File: src/rtl/serializador_x_pkg.sv
// Shared constants for the X register unload path: FSM encodings and default widths
// shared with the load side (registrador_x).
package serializador_x_pkg;

  localparam logic OCIOSO   = 1'b0;
  localparam logic ENVIANDO = 1'b1;

  localparam int DATA_W_DEF = 16;
  localparam int BYTE_W_DEF = 8;

endpackage

File: src/rtl/contador_beats.sv
// Beat counter for serializador_x: synchronous clear/enable, async active-low reset,
// flags the terminal beat NBEATS-1.
module contador_beats #(
  parameter int NBEATS = 2
) (
  input  logic clock,
  input  logic reset,
  input  logic clr,
  input  logic en,
  output logic last
);

  localparam int CW = $clog2(NBEATS);

  logic [CW-1:0] cnt_q, cnt_d;

  always_comb begin
    cnt_d = cnt_q;
    if (clr)     cnt_d = '0;
    else if (en) cnt_d = cnt_q + CW'(1);
  end

  always_ff @(posedge clock or negedge reset) begin
    if (!reset) cnt_q <= '0;
    else        cnt_q <= cnt_d;
  end

  assign last = (cnt_q == CW'(NBEATS - 1));

endmodule

File: src/rtl/serializador_x.sv
// Unloads a captured DATA_W-bit register value onto a BYTE_W-bit valid/accept bus,
// least-significant byte first, with a one-cycle fim pulse after the last beat.
module serializador_x
  import serializador_x_pkg::*;
#(
  parameter int DATA_W = DATA_W_DEF,
  parameter int BYTE_W = BYTE_W_DEF
) (
  input  logic              clock,
  input  logic              reset,
  input  logic [DATA_W-1:0] entrada,
  input  logic              iniciar,
  output logic [BYTE_W-1:0] byte_saida,
  output logic              valido,
  input  logic              aceito,
  output logic              ocupado,
  output logic              fim
);

  localparam int NBEATS = DATA_W / BYTE_W;

  generate
    if ((DATA_W % BYTE_W) != 0 || NBEATS < 2) begin : g_bad_params
      $fatal(1, "serializador_x: DATA_W must be a multiple of BYTE_W giving at least 2 beats");
    end
  endgenerate

  logic              state_q, state_d;
  logic [DATA_W-1:0] buf_q, buf_d;
  logic [BYTE_W-1:0] byte_saida_q, byte_saida_d;
  logic              valido_q, valido_d;
  logic              ocupado_q, ocupado_d;
  logic              fim_q, fim_d;
  logic              cnt_clr, cnt_en, cnt_last;
  logic              xfer;

  assign xfer = valido_q && aceito;

  contador_beats #(.NBEATS(NBEATS)) u_cnt (
    .clock (clock),
    .reset (reset),
    .clr   (cnt_clr),
    .en    (cnt_en),
    .last  (cnt_last)
  );

  always_comb begin
    state_d      = state_q;
    buf_d        = buf_q;
    byte_saida_d = byte_saida_q;
    valido_d     = valido_q;
    ocupado_d    = ocupado_q;
    fim_d        = 1'b0;
    cnt_clr      = 1'b0;
    cnt_en       = 1'b0;
    case (state_q)
      OCIOSO: begin
        if (iniciar) begin
          buf_d        = entrada;
          byte_saida_d = entrada[BYTE_W-1:0];
          cnt_clr      = 1'b1;
          valido_d     = 1'b1;
          ocupado_d    = 1'b1;
          state_d      = ENVIANDO;
        end
      end
      ENVIANDO: begin
        if (xfer) begin
          if (cnt_last) begin
            valido_d  = 1'b0;
            ocupado_d = 1'b0;
            fim_d     = 1'b1;
            state_d   = OCIOSO;
          end else begin
            // The next beat is presented from the pre-shift buffer so there is no bubble.
            buf_d        = buf_q >> BYTE_W;
            byte_saida_d = buf_q[2*BYTE_W-1:BYTE_W];
            cnt_en       = 1'b1;
          end
        end
      end
      default: state_d = OCIOSO;
    endcase
  end

  always_ff @(posedge clock or negedge reset) begin
    if (!reset) begin
      state_q      <= OCIOSO;
      buf_q        <= '0;
      byte_saida_q <= '0;
      valido_q     <= 1'b0;
      ocupado_q    <= 1'b0;
      fim_q        <= 1'b0;
    end else begin
      state_q      <= state_d;
      buf_q        <= buf_d;
      byte_saida_q <= byte_saida_d;
      valido_q     <= valido_d;
      ocupado_q    <= ocupado_d;
      fim_q        <= fim_d;
    end
  end

  assign byte_saida = byte_saida_q;
  assign valido     = valido_q;
  assign ocupado    = ocupado_q;
  assign fim        = fim_q;

endmodule

File: config.mk
export PLATFORM = sky130hd
export DESIGN_NAME = serializador_x
export DESIGN_NICKNAME = d
export VERILOG_FILES = /design/src/rtl/serializador_x_pkg.sv /design/src/rtl/contador_beats.sv /design/src/rtl/serializador_x.sv
export SDC_FILE = /design/constraint.sdc
export NUM_CORES = 1
export LEC_CHECK = 0
export CAP_MARGIN = 20
export CORE_UTILIZATION = 48
export DETAILED_ROUTE_END_ITERATION = 12
export PLACE_DENSITY_LB_ADDON = 0.1
export SLEW_MARGIN = 20
export SYNTH_ARGS = -nofsm -noshare
export SYNTH_HDL_FRONTEND = slang
export SYNTH_SLANG_ARGS = --single-unit
File: constraint.sdc
create_clock -name clock -period 2.99 [get_ports clock]
set_input_delay 0.598 -clock clock [delete_from_list [all_inputs] [get_ports clock]]
set_output_delay 0.598 -clock clock [all_outputs]
set_load 0.1 [all_outputs]
# Word-level counts from Yosys, hierarchy flattened
# Index checks and enable logic that the tools add are counted.
[classes] n_addsub=1 mul=0 div=0 magnitude_cmp=0 n_eq_ne=4 shift=0 n_mux=24 bitwise_logic=1 reduce_logical=4
[ops] cell="$mux 16" n=3
[ops] cell="$pmux 16 s2" n=1
[ops] cell="$mux 8" n=3
[ops] cell="$pmux 8 s2" n=1
[ops] cell="$mux 1" n=14
[ops] cell="$reduce_and 3->1" n=2
[ops] cell="$ne 2x1->1 const B" n=2
[ops] cell="$ne 2x2->1 const B" n=2
[ops] cell="$pmux 1 s2" n=2
[ops] cell="$reduce_bool 2->1" n=1
[ops] cell="$add 1x1->1 const B" n=1
[ops] cell="$logic_and 1x1->1" n=1
[ops] cell="$not 1->1" n=1
[word_totals] ff_bits=28 latch_bits=0 ram_bits=0 romBits=0 in_bits=20 out_inout_bits=11 wordCells=40 mem_count=0

# Longest topological paths before layout
[logic_depth] depth_word=5 depth_mapped=4 depth_no_buf=3

# Hierarchy
# From an unflattened synthesis, not the netlist that was laid out.
[hier_totals] cells_unflattened=86 area_unflattened_um2=1004.7
[modules_own_cells] module="serializador_x" instances=1 cells_per_inst=83 area_per_inst_um2=967.2 seq_area_each_um2=475.5
[modules_own_cells] module="contador_beats" instances=1 cells_per_inst=3 area_per_inst_um2=37.5 seq_area_each_um2=25.0

# Least setup slack after synthesis
# No wires, ideal clock.
[synth_timing] path_type="reg2out" from="reg ocupado (netlist name)" to="out valido" arrival_ns=1.402 setup_slack_ns=0.990 path_stages_with_launch=2 path_buffers=1 cell_sequence="dfrtp_1 buf_4"
[synth_lines] item="end: declaration" line_no="serializador_x.sv:14" text="output logic valido,"

# Final worst setup path
[layout_timing] from="in iniciar" to="reg buf_q[2]"
[layout_between] elab_chain_cells=2
[layout_rtl] item="start: declaration" line_no="serializador_x.sv:12" text="input logic iniciar,"
[layout_rtl] item="$ne 2x2->1 (no line)"
[layout_rtl] item="$reduce_and 3->1 (no line)"
[layout_rtl] item="end signal: assignment" line_no="serializador_x.sv:96" text="buf_q <= buf_d;"
[layout_rtl] item="end: declaration" line_no="serializador_x.sv:29" text="logic [DATA_W-1:0] buf_q, buf_d;"
# Every way passes these cells.
# A chain may end at the register's enable or synchronous reset.

==> results_dict.tcl <==
set metrics [dict create \
    status "finished with violations" \
    synth_top_family_by_area "multiplexers" \
    crit_fanout 16 \
    rr_endpoint "buf_q[2]$_DFFE_PN0P_" \
    synth_xor_area_frac 0 \
    hold_class "flip-flop to flip-flop" \
    slew_viol_final 0 \
    pin_count 31 \
    avgSynthCellArea_um2 11.54 \
    antenna_cells 0 \
    arrival_ns 2.22 \
    muxShareOfSynthArea 0.1892 \
    synth_compound_area_frac 0.06683 \
    fin_crit_ns 2.034 \
    row_count 16 \
    slew_headroom 0.4259 \
    grt_usage 0.1761 \
    r2r_start "state_q$_DFF_PN0_" \
    fillers 181 \
    synth_area_um2 992.2 \
    root_buffer "clkbuf_4" \
    postRouteAntennaNets 0 \
    first_iter_violations 4 \
    mostFrequentLayoutCells "dfrtp_1, clkdlybuf4s50_1, mux2_2, buf_4, inv_1" \
    core_um2 1962 \
    layout_commonest_cell "dfrtp_1" \
    cts_setup_buffers 0 \
    cts_tree "built" \
    die_h_um 47.47 \
    post_cts_resized 0 \
    fin_util 0.6409 \
    wirelength_um 1629 \
    cts_hold_buf 0 \
    setup_viol 0 \
    dp.cells 130 \
    grt_max_degree 22 \
    dr.pass1.iters 7 \
    crit_start "iniciar" \
    postSynthCellCount 86 \
    die_width_um 47.47 \
    htree_levels 1 \
    synthAdderAreaFrac 0 \
    layout-drive-gt1-share 0.3178 \
    fin_nets 128 \
    clock.fmax_mhz 491.7 \
    criticalPathCategory "input pin to flip-flop" \
    cts.sinks 20 \
    ff_latch_area_um2 500.5 \
    clk_pin_slew_worst_paths_ns 0.11 \
    violations "design-rule violations" \
    post_dp_cell_area_um2 1205 \
    r2r_setup_slack_ns 1.12 \
    startpoint_type "input pin" \
    ys_types 16 \
    worst_slew_pin_slew_ns 0.8584 \
    syn2layout_area_growth_pct 26.73 \
    dp_hpwl_um 1144 \
    grt_pass1_wl_um 2711 \
    wl_per_cell_um 12.16 \
    crit_end "buf_q[2]$_DFFE_PN0P_" \
    synthSimpleGateAreaFrac 0.1072 \
    yosysWarnings 0 \
    instances_no_fill 134 \
    cts_made_buffers 3 \
    vias 629 \
    ys_seq_elements 20 \
    grt_antenna_before_repair 0 \
    yosysSeqAreaShare 0.5044 \
    cp_data_required_time_ns 3.18 \
    clk_path_buf_depth 2 \
    io_buffers 30 \
    drv_cap 0 \
    grt_pass1_vias 604 \
    initial_utilization 0.5057 \
    clock_latency_ns 0.30 \
    via_per_inst 4.694 \
    multiInputGateArea_um2 360.3 \
    setup_tns_ns 0 \
    hold_violations 0 \
    period_share 0.6801 \
    die-area_um2 2253 \
    stdcell_area_um2 1257 \
    r2r_cells 3 \
    crit_path_end_kind "flip-flop" \
    fin_skew_ns 0.01097 \
    rsz0062_at_grt "no" \
    gr-total-overflow 0 \
    drcViolationCount 1 \
    routabilityCongestion 0.7176 \
    syn_nets 106 \
]
==> synth_stat cells <==
| master | number | share of area |
|---|---|---|
| inv_1 | 10 | 0.038 |
| clkbuf_1 | 2 | 0.0076 |
| nand4_1 | 1 | 0.0063 |
| mux2_2 | 14 | 0.16 |
| a21oi_1 | 2 | 0.010 |
| nand2_1 | 2 | 0.0076 |
| nor2_1 | 3 | 0.011 |
| nand3b_1 | 8 | 0.061 |
| o21ai_0 | 8 | 0.040 |
| or2b_4 | 1 | 0.011 |
| buf_6 | 1 | 0.011 |
| buf_4 | 10 | 0.076 |
| dfrtp_1 | 20 | 0.50 |
| o21ai_4 | 1 | 0.016 |
| mux2_4 | 2 | 0.030 |
| nand3_2 | 1 | 0.010 |
==> routing by layer <==
metal,wire [µm],vias to the layer above,global-route usage
met5,0,-,0
met4,13,0,0.08571
met3,85,2,0.04528
met2,753,17,0.2466
met1,777,292,0.2537
li1,-,318,-
==> flip-flops by register name, summed over array words and instances (netlist names) <==
signal	cells
buf_q	16
fim	1
ocupado	1
state_q	1
u_cnt.last	1
==> how the worst min path moves through the flow <==
stage                      endpoint  cells past startpoint  slack (ns)                 start
4_1_cts        buf_q[4]$_DFFE_PN0P_                      1        0.52  buf_q[4]$_DFFE_PN0P_
2_1_floorplan  buf_q[0]$_DFFE_PN0P_                      0        0.30                 reset
3_3_place_gp   buf_q[2]$_DFFE_PN0P_                      1        0.49  buf_q[2]$_DFFE_PN0P_
5_1_grt        buf_q[6]$_DFFE_PN0P_                      1        0.54  buf_q[6]$_DFFE_PN0P_
3_5_place_dp   buf_q[5]$_DFFE_PN0P_                      1        0.49  buf_q[5]$_DFFE_PN0P_
6_report       buf_q[4]$_DFFE_PN0P_                      1        0.52  buf_q[4]$_DFFE_PN0P_
==> cell families after synthesis <==
kind of cell           count (synthesis)
multiplexers                          16
AO/OA/AOI/OAI                         11
flip-flops                            20
buffers and inverters                 23
AND/OR/NAND/NOR                       16
==> critical path, stage by stage <==
cell             delay [ns]
clkdlybuf4s50_1        0.70
or2b_4                 0.34
o21ai_4                0.19
mux2_2                 0.40
==> layout make-up <==
class / instances / area share
Sequential cell: 20 / 0.3980
Multi-Input combinational cell: 43 / 0.2866
Timing Repair Buffer: 30 / 0.2169
Inverter: 10 / 0.02985
Tap cell: 27 / 0.02687
Clock inverter: 1 / 0.02388
Clock buffer: 3 / 0.01791
==> per-stage QoR <==
| step | setup slack [ns] | hold slack, ns |
|---|---|---|
| after floorplan | 0.9896 | 0.3024 |
| after global placement | 0.6690 | 0.4922 |
| after detailed placement | 0.6256 | 0.4947 |
| after CTS | 0.9548 | 0.5236 |
| after global routing | 0.9031 | 0.5444 |
| final | 0.9564 | 0.5181 |
Power is not shown: default switching activity piles up to over one toggle a cycle in this logic, so the estimate is an artifact.
